--- src/rtl/tt_pkg.sv ---
// rtl/tt_pkg.sv - shared widths and FSM states for the truth-table sweep capture block
package tt_pkg;

  localparam int TT_NUM_INPUTS = 7;
  localparam int TT_WIDTH      = 128;
  localparam int TT_WEIGHT_W   = 8;

  typedef enum logic [1:0] {
    IDLE,
    SWEEP,
    DRAIN,
    HOLD
  } tt_state_e;

endpackage

--- src/rtl/tt_index_pipe.sv ---
// rtl/tt_index_pipe.sv - SAMPLE_LAT-deep {valid, index} delay line; zero depth is a wire
module tt_index_pipe #(
  parameter int SAMPLE_LAT = 0,
  parameter int NUM_INPUTS = 7
) (
  input  logic                  clk,
  input  logic                  rst_n,
  input  logic                  in_valid,
  input  logic [NUM_INPUTS-1:0] in_index,
  output logic                  out_valid,
  output logic [NUM_INPUTS-1:0] out_index
);

  localparam int W = NUM_INPUTS + 1;

  // Entry 0 is the live input; entry i is the input delayed by i cycles.
  logic [W-1:0] pipe_d [SAMPLE_LAT+1];
  logic [W-1:0] pipe_q [SAMPLE_LAT+1];

  always_comb begin
    pipe_d[0] = {in_valid, in_index};
    for (int i = 1; i <= SAMPLE_LAT; i++) begin
      pipe_d[i] = pipe_q[i-1];
    end
  end

  always_ff @(posedge clk or negedge rst_n) begin
    if (!rst_n) begin
      for (int i = 0; i <= SAMPLE_LAT; i++) begin
        pipe_q[i] <= '0;
      end
    end else begin
      for (int i = 0; i <= SAMPLE_LAT; i++) begin
        pipe_q[i] <= pipe_d[i];
      end
    end
  end

  assign {out_valid, out_index} = pipe_d[SAMPLE_LAT];

endmodule

--- src/rtl/tt_sweep_capture.sv ---
// rtl/tt_sweep_capture.sv - sweeps all input vectors through a function block and captures its truth table
module tt_sweep_capture
  import tt_pkg::*;
#(
  parameter int NUM_INPUTS = TT_NUM_INPUTS,
  parameter int SAMPLE_LAT = 0
) (
  input  logic                   clk,
  input  logic                   rst_n,
  input  logic                   start,
  input  logic [TT_WIDTH-1:0]    expected,
  output logic                   busy,
  output logic [NUM_INPUTS-1:0]  x_out,
  input  logic                   f_in,
  output logic                   tt_valid,
  input  logic                   tt_ready,
  output logic [TT_WIDTH-1:0]    tt_data,
  output logic [TT_WEIGHT_W-1:0] tt_weight,
  output logic                   match
);

  tt_state_e               state_q, state_d;
  logic [NUM_INPUTS-1:0]   idx_q, idx_d;
  logic [2:0]              drain_q, drain_d;
  logic [TT_WIDTH-1:0]     exp_q, exp_d;
  logic [TT_WIDTH-1:0]     table_q, table_d;
  logic [TT_WEIGHT_W-1:0]  weight_q, weight_d;
  logic                    match_q, match_d;

  logic                    cap_valid;
  logic [NUM_INPUTS-1:0]   cap_index;

  tt_index_pipe #(
    .SAMPLE_LAT (SAMPLE_LAT),
    .NUM_INPUTS (NUM_INPUTS)
  ) u_index_pipe (
    .clk       (clk),
    .rst_n     (rst_n),
    .in_valid  (state_q == SWEEP),
    .in_index  (idx_q),
    .out_valid (cap_valid),
    .out_index (cap_index)
  );

  always_comb begin
    state_d  = state_q;
    idx_d    = idx_q;
    drain_d  = drain_q;
    exp_d    = exp_q;
    table_d  = table_q;
    weight_d = weight_q;
    match_d  = match_q;

    case (state_q)
      IDLE: begin
        if (start) begin
          state_d  = SWEEP;
          idx_d    = '0;
          exp_d    = expected;
          table_d  = '0;
          weight_d = '0;
          match_d  = 1'b0;
        end
      end
      SWEEP: begin
        idx_d = idx_q + 1'b1;
        if (idx_q == '1) begin
          state_d = (SAMPLE_LAT > 0) ? DRAIN : HOLD;
          drain_d = '0;
        end
      end
      DRAIN: begin
        drain_d = drain_q + 3'd1;
        if (drain_q == 3'(SAMPLE_LAT - 1)) begin
          state_d = HOLD;
        end
      end
      HOLD: begin
        if (tt_ready) begin
          state_d = IDLE;
        end
      end
      default: state_d = IDLE;
    endcase

    // The pipe is empty in IDLE, so a capture never races the clear on start.
    if (cap_valid) begin
      table_d[cap_index] = f_in;
      weight_d           = weight_q + {{(TT_WEIGHT_W-1){1'b0}}, f_in};
    end

    // Compare against the table including the final capture of this cycle.
    if (state_q != HOLD && state_d == HOLD) begin
      match_d = (table_d == exp_q);
    end
  end

  always_ff @(posedge clk or negedge rst_n) begin
    if (!rst_n) begin
      state_q  <= IDLE;
      idx_q    <= '0;
      drain_q  <= '0;
      exp_q    <= '0;
      table_q  <= '0;
      weight_q <= '0;
      match_q  <= 1'b0;
    end else begin
      state_q  <= state_d;
      idx_q    <= idx_d;
      drain_q  <= drain_d;
      exp_q    <= exp_d;
      table_q  <= table_d;
      weight_q <= weight_d;
      match_q  <= match_d;
    end
  end

  assign busy      = (state_q != IDLE);
  assign tt_valid  = (state_q == HOLD);
  assign x_out     = (state_q == SWEEP) ? idx_q : '0;
  assign tt_data   = table_q;
  assign tt_weight = weight_q;
  assign match     = match_q;

endmodule

--- config.mk ---
export PLATFORM = sky130hd
export DESIGN_NAME = tt_sweep_capture
export DESIGN_NICKNAME = d
export VERILOG_FILES = /design/src/rtl/tt_pkg.sv /design/src/rtl/tt_index_pipe.sv /design/src/rtl/tt_sweep_capture.sv
export SDC_FILE = /design/constraint.sdc
export NUM_CORES = 1
export LEC_CHECK = 0
export ABC_AREA = 0
export BUFFER_PORTS_ARGS = -buffer_cell sky130_fd_sc_hd__buf_2
export CAP_MARGIN = 25
export CORE_ASPECT_RATIO = 1.1
export CORE_MARGIN = 4
export CORE_UTILIZATION = 40
export CTS_CLUSTER_SIZE = 40
export DETAILED_ROUTE_END_ITERATION = 10
export PLACE_DENSITY = 0.65
export SYNTH_ARGS = -nofsm -noshare
export SYNTH_HDL_FRONTEND = slang
export SYNTH_SLANG_ARGS = --single-unit
--- constraint.sdc ---
create_clock -name clk -period 3.9 [get_ports clk]
set_input_delay 0.39 -clock clk [delete_from_list [all_inputs] [get_ports clk]]
set_output_delay 0.39 -clock clk [all_outputs]
set_load 0.05 [all_outputs]
# [Word level (Yosys, flattened, before mapping)]
# Cells that the tools add are included.
[totals] out_inout_bits=146 regBits=277 wordCells=58
[classes] n_mux=22 eq_ne=10 addsub=3 reduce_logical=14 magnitude_cmp=2
[op_table] cell="$mux 128" count=3
[op_table] cell="$bwmux 128" count=1
[op_table] cell="$eq 128x128->1" count=1
[op_table] cell="$mux 8" count=3
[op_table] cell="$mux 7" count=2
[op_table] cell="$pmux 7 s2" count=1
[op_table] cell="$reduce_bool 2->1" count=6
[op_table] cell="$reduce_and 2->1" count=5
[op_table] cell="$add 8x1->8" count=1
[op_table] cell="$lt 7x8->1 const B" count=1
[op_table] cell="$mux 2" count=4
[op_table] cell="$pmux 2 s4" count=1
[op_table] cell="$add 7x1->7 const B" count=1
[op_table] cell="$demux 1 s7" count=1
[op_table] cell="$eq 7x7->1 const B" count=1
[op_table] cell="$ge 7x1->1 const B" count=1
[op_table] cell="$eq 2x2->1 const B" count=3
[op_table] cell="$pmux 3 s2" count=1
[op_table] cell="$mux 1" count=4
[op_table] cell="$ne 2x2->1 const B" count=2
[op_table] cell="$add 3x1->3 const B" count=1
[op_table] cell="$eq 3x3->1 const B" count=1
[op_table] cell="$mux 3" count=1
[op_table] cell="$eq 2x1->1 const B" count=1
[op_table] cell="other kinds (3)" count=4

# [Longest topological paths before layout]
[depth] ltp_word=8 depth_mapped=12 ltp_nobuf=9

# [By module]
# A second synthesis with hierarchy kept.
[unflattened] cells_unflattened=1507 area_unflattened_um2=13957.1
[by_module_without_submodules] module="tt_sweep_capture" cells_each=1499 area_per_inst_um2=13897.1 n_inst=1
[by_module_without_submodules] module="tt_index_pipe" cells_each=8 area_per_inst_um2=60.1 n_inst=1

# [Worst setup path after synthesis]
# No wires, ideal clock.
[synth_path] path_kind="flip-flop to flip-flop" start="reg state_q[1]" end="reg match_q (netlist: match)" t_arrival_ns=2.741 n_path_buf=1 setup_time_ns=0.080 path_slack_ns=1.079 stages_incl_launch_ff=11 synth_period_minus_slack_ns=2.821 cell_sequence="dfrtp_1 > nand3b_1 > clkinv_1 > clkbuf_1 > nand4_1 > and3_1 > nor4_1 > nand4_1 > nor4_1 > nand4_1 > o22ai_2"
[synth_between] elab_chain_cells=6 word_cells_on_any_way=20 cone_classes="eq/ne: 6; mux: 9; reduce/logical: 5"
[synth_rtl] item="from (decl)" line="tt_sweep_capture.sv:22" source="tt_state_e state_q, state_d;"
[synth_rtl] item="from (signal assigned)" line="tt_sweep_capture.sv:108" source="state_q <= state_d;"
[synth_rtl] item="$logic_not 2->1 (tied with other cells)" line="tt_sweep_capture.sv:54" source="case (state_q)"
[synth_rtl] item="$mux 128 / $pmux 2 s4 (equally long branches)" line="tt_sweep_capture.sv:54"
[synth_rtl] item="$bwmux 128 / $eq 2x2->1 (equally long branches)" line="tt_sweep_capture.sv:88, tt_sweep_capture.sv:93"
[synth_rtl] item="$mux 128 / $logic_and 1x1->1 (equally long branches)" line="tt_sweep_capture.sv:87, tt_sweep_capture.sv:93"
[synth_rtl] item="$eq 128x128->1 / $reduce_bool 2->1 (equally long branches)"
[synth_rtl] item="$mux 1 / $reduce_and 2->1 (equally long branches)"
[synth_rtl] item="to (signal assigned)" line="tt_sweep_capture.sv:114" source="match_q <= match_d;"
[synth_rtl] item="to (decl)" line="tt_sweep_capture.sv:28" source="logic match_q, match_d;"
# Several ways; a longest one is shown, not always the timed one.
# A chain may end at the register's enable or synchronous reset.

# [Worst setup path in the final report]
[layout_path] start="reg idx_q[3]" end="reg match_q (netlist: match)"
[layout_between] elab_chain_cells=8 word_cells_on_any_way=17 cone_classes="order compare: 2; eq/ne: 3; mux: 7; reduce/logical: 5"
[layout_rtl] item="from (decl)" line="tt_sweep_capture.sv:23" source="logic [NUM_INPUTS-1:0] idx_q, idx_d;"
[layout_rtl] item="from (signal assigned)" line="tt_sweep_capture.sv:109" source="idx_q <= idx_d;"
[layout_rtl] item="$lt 7x8->1 (implied by the code) / $ge 7x1->1 (equally long branches)" line="tt_sweep_capture.sv:88" source="table_d[cap_index] = f_in;"
[layout_rtl] item="$logic_and 1x1->1 (implied by the code)" line="tt_sweep_capture.sv:88"
[layout_rtl] item="$mux 1 (implied by the code)" line="tt_sweep_capture.sv:88"
[layout_rtl] item="$demux 1 s7" line="tt_sweep_capture.sv:88"
[layout_rtl] item="$bwmux 128" line="tt_sweep_capture.sv:88"
[layout_rtl] item="$mux 128" line="tt_sweep_capture.sv:87" source="if (cap_valid) begin"
[layout_rtl] item="$eq 128x128->1" line="tt_sweep_capture.sv:94" source="match_d = (table_d == exp_q);"
[layout_rtl] item="$mux 1" line="tt_sweep_capture.sv:93" source="if (state_q != HOLD && state_d == HOLD) begin"
# Several ways; a longest one is shown, not always the timed one.

==> metrics.md <==
| Metric | Value |
|---|---|
| Status | `complete, no violations` |
| Met3 Use GR | `0.05411` |
| RR Startpoint | `idx_q[3]` |
| Site Rows | `between 70 and 80` |
| Die area | `between 30000 and 40000 um2` |
| Core area | `34290 um2` |
| Post-synth EDFFs | `0` |
| # fillers | `roughly 3300` |
| Post-route setup slack | `between 0.2 and 0.25 ns` |
| First-pass GRT wire length | `about 80000 um` |
| IO Port Bufs | `~280` |
| WHS Path Cells | `3` |
| R2R Path End | `match` |
| Startpoint Class | `flop` |
| Final antenna-violating net count | `0` |
| Fin nets | `between 1500 and 2000` |
| Iter 0 DRT Violations | `1305` |
| Final period utilization | `0.9383` |
| Initial antenna violation count | `0` |
| Worst setup EP type | `flop` |
| Reg clk slew, reported paths | `0.07 ns` |
| Max FO, Critical Path | `24` |
| Routed vias | `approximately 13000` |
| Drt pass-1 iters | `7` |
| Share of the synthesized area in the top cell type | `0.4966` |
| Final non-filler cell total | `between 2000 and 2500` |
| Worst skew pair latency | `~0.57 ns` |
| Pin count of the biggest net entering global routing | `between 100 and 150` |
| Area grow syn2layout | `21.71%` |
| Maxcap violations | `0` |
| CP required | `4.39 ns` |
| Final HPWL DP | `approximately 38000 um` |
| Sequential element share of the synthesized area | `0.4966` |
| Synth top area cells | `dfrtp_1, nand2_1, o311ai_0, xor2_1, o41ai_1` |
| Drt drc | `0` |
| VDD IR max | `between 0.4 and 0.5 mV` |
| Placed insts | `around 2100` |
| Overall routed net length | `about 53000 um` |
| Reg2reg setup slack | `around 0.24 ns` |
| GRT Max-Usage Layer | `met2` |
| Initial Utilization | `0.4071` |
| Setup Total Neg Slack | `0 ns` |
| Fin. Hold Viols | `0` |
| M1 GR Usage | `0.3780` |
| IO Pins | `around 280` |
| Unrepaired setup endpoints after global routing | `no` |
| Ys Warns | `0` |
| CTS root buf | `clkbuf_16` |
| Post-synth top flop | `dfrtp_1` |
| Synth area leader | `dfrtp_1` |
| Slew HR | `0.3334` |
| Worst-Margin Slew | `around 1 ns` |
| Vias per cell | `between 6 and 7` |
| Routed len/inst | `about 24 um` |
| Number of distinct library cells after synthesis | `75` |
| Min-delay src | `expected[79]` |
| WS Path Type | `flop to flop` |
| Placed inst area | `approximately 16000 um2` |
| P_leak | `around 8.5 nW` |
| Pre-CTS WS | `0.3295 ns` |
| Die Ht | `roughly 200 um` |
| Crit path from | `idx_q[3]` |
| Clk sinks | `around 280` |
| CTS tree | `yes` |
| Final Skew | `0.01509 ns` |
| Gpl congestion | `about 0.97` |
| GRT Resource Usage Total | `0.2707` |
| PwrDens | `roughly 870 nW/um2` |
| Synth Area per Inst | `between 9 and 10 um2` |
| Post-route cell area | `between 15000 and 20000 um2` |
| R2R depth | `10` |
| WP data arrival | `between 4 and 5 ns` |
| Tightest Hold Check Type | `input port to flop` |
| CTS buffer count | `30` |
| Achievable clock frequency | `0.2733 GHz` |
| Synth async-reset ratio | `1.000` |
| CTS Buffer Depth | `3` |
| Hold path endpoint | `exp_q[79]` |
| Synth Instances | `around 1500` |
| Synth Register Bits | `~280` |
| Crit path time final | `between 3 and 4 ns` |
| Die Span X | `~190 um` |
| Power Total | `about 0.015 W` |
| Cell area after synthesis | `between 10000 and 15000 um2` |
| Grt total ovfl | `0` |
| M2 GR Usage | `0.4111` |
| Final setup violation count | `0` |
| Number of global-route vias before repair | `~13000` |
| Slew Viols, Final | `0` |
| H-tree depth | `1` |
| Layout cells sized above 1 | `0.2506` |
| Synth Net Count | `approximately 1600` |
[area by class of cell]
class | count | area [um2] | area share
sequential | 277 | 6932 | 0.4080
multi-input combinational | 1045 | 6344 | 0.3734
timing repair buffer | 356 | 2077 | 0.1223
clock buffer | 41 | 883.3 | 0.05200
tap | 438 | 548.0 | 0.03226
inverter | 30 | 112.6 | 0.006628
clock inverter | 15 | 90.09 | 0.005303
antenna | 1 | 2.502 | 0.0001473
[worst max-delay path, cell delays in order (launching register included)]
cell and delay [ns]:
dfrtp_1 0.74, buf_4 0.30, nor4bb_1 0.41, buf_4 0.19, nand4_1 0.22, and3_1 0.31
a2111oi_0 0.52, nand4_1 0.20, nor4_1 0.33, nand4_1 0.21, o22ai_2 0.15
[logic make-up (layout without fill, tap and decap cells)]
| logic type | Yosys count | after routing | share of synthesized area |
|---|---|---|---|
| simple gates | 643 | 643 | 0.2153 |
| compound gates | 313 | 313 | 0.1792 |
| flops | 277 | 277 | 0.4966 |
| buf+inv | 168 | 442 | 0.05064 |
| xor+xnor | 74 | 74 | 0.04643 |
| mux | 10 | 10 | 0.007350 |
| fa+ha+maj | 5 | 5 | 0.004482 |
| other cells | 0 | 1 | 0 |
[metrics by stage]
stage / util / hold WS [ns]
finish: 0.4954 / 0.01337
global route: 0.4954 / 0.007579
CTS: 0.4953 / 0.002240
detailed placement: 0.4667 / 0.4840
global placement: 0.4667 / 0.4779
floorplan: - / 0.09441
[worst max path at each step]
stage,end,slack (ns),cells after the start
floorplan,match,1.08,10
global placement,match,0.43,8
detailed placement,match,0.33,8
CTS,match,0.31,9
global route,match,0.02,8
finish,match,0.24,10
[timing repair]
item                                   4_1_cts  5_1_grt
buffers inserted                             0        0
setup endpoints to repair                    0        1
endpoints found under the hold margin       88        0
hold buffers                                 1        0
resized for setup                            0        1
[power breakdown]
group          internal, W  total, W  switching (W)
Clock              0.00158   0.00280        0.00122
Sequential         0.00400   0.00513        0.00113
Combinational      0.00204   0.00680        0.00476
[synth_stat cells, types with 4 or more instances]
library cell / count
o311ai_0: 68
a2111oi_0: 7
a21oi_1: 35
nor2_1: 22
mux2i_1: 8
or3_1: 4
o311ai_1: 29
o311ai_2: 5
o21ai_0: 32
nand2_1: 427
and3_1: 23
a41oi_1: 4
inv_1: 29
nand4_1: 46
nand3_1: 27
nand4bb_1: 6
ha_1: 5
xor2_1: 44
nand4b_1: 4
o41ai_1: 43
nor4_1: 28
and2_1: 8
and4bb_2: 4
o22ai_1: 6
buf_1: 4
o311a_1: 15
a22oi_1: 4
clkbuf_1: 100
nor3_1: 12
dfrtp_1: 277
o31ai_1: 23
xnor2_1: 30
a31oi_1: 8
buf_6: 5
buf_2: 28
or2_2: 4
[placed cells by master, fill, tap and decap left out, types with 5 or more instances in the layout]
| cell | netlist | layout |
|---|---|---|
| a2111oi_0 | 7 | 6 |
| a21oi_1 | 35 | 35 |
| a31oi_1 | 8 | 8 |
| and2_1 | 8 | 8 |
| and3_1 | 23 | 23 |
| buf_12 | 0 | 7 |
| buf_2 | 28 | 277 |
| buf_4 | 1 | 70 |
| clkbuf_16 | 0 | 31 |
| clkbuf_8 | 0 | 7 |
| clkinv_2 | 0 | 11 |
| dfrtp_1 | 277 | 277 |
| ha_1 | 5 | 5 |
| inv_1 | 29 | 28 |
| mux2i_1 | 8 | 8 |
| nand2_1 | 427 | 427 |
| nand3_1 | 27 | 27 |
| nand4_1 | 46 | 46 |
| nand4bb_1 | 6 | 6 |
| nor2_1 | 22 | 21 |
| nor3_1 | 12 | 12 |
| nor4_1 | 28 | 28 |
| o21ai_0 | 32 | 32 |
| o22ai_1 | 6 | 6 |
| o311a_1 | 15 | 15 |
| o311ai_0 | 68 | 68 |
| o311ai_1 | 29 | 29 |
| o311ai_2 | 5 | 5 |
| o31ai_1 | 23 | 23 |
| o41ai_1 | 43 | 43 |
| xnor2_1 | 30 | 30 |
| xor2_1 | 44 | 44 |
[per-layer routing]
metal	wire, um	vias up
met5	0	-
met4	2504	0
met3	4486	152
met2	23890	709
met1	22030	6459
li1	-	5953
[sequential cells by signal (all words and copies together), names as in the netlist]
register   flops
drain_q        3
exp_q        128
idx_q          7
match          1
state_q        2
tt_data      128
tt_weight      8
Power figures use the tool's default switching activity.
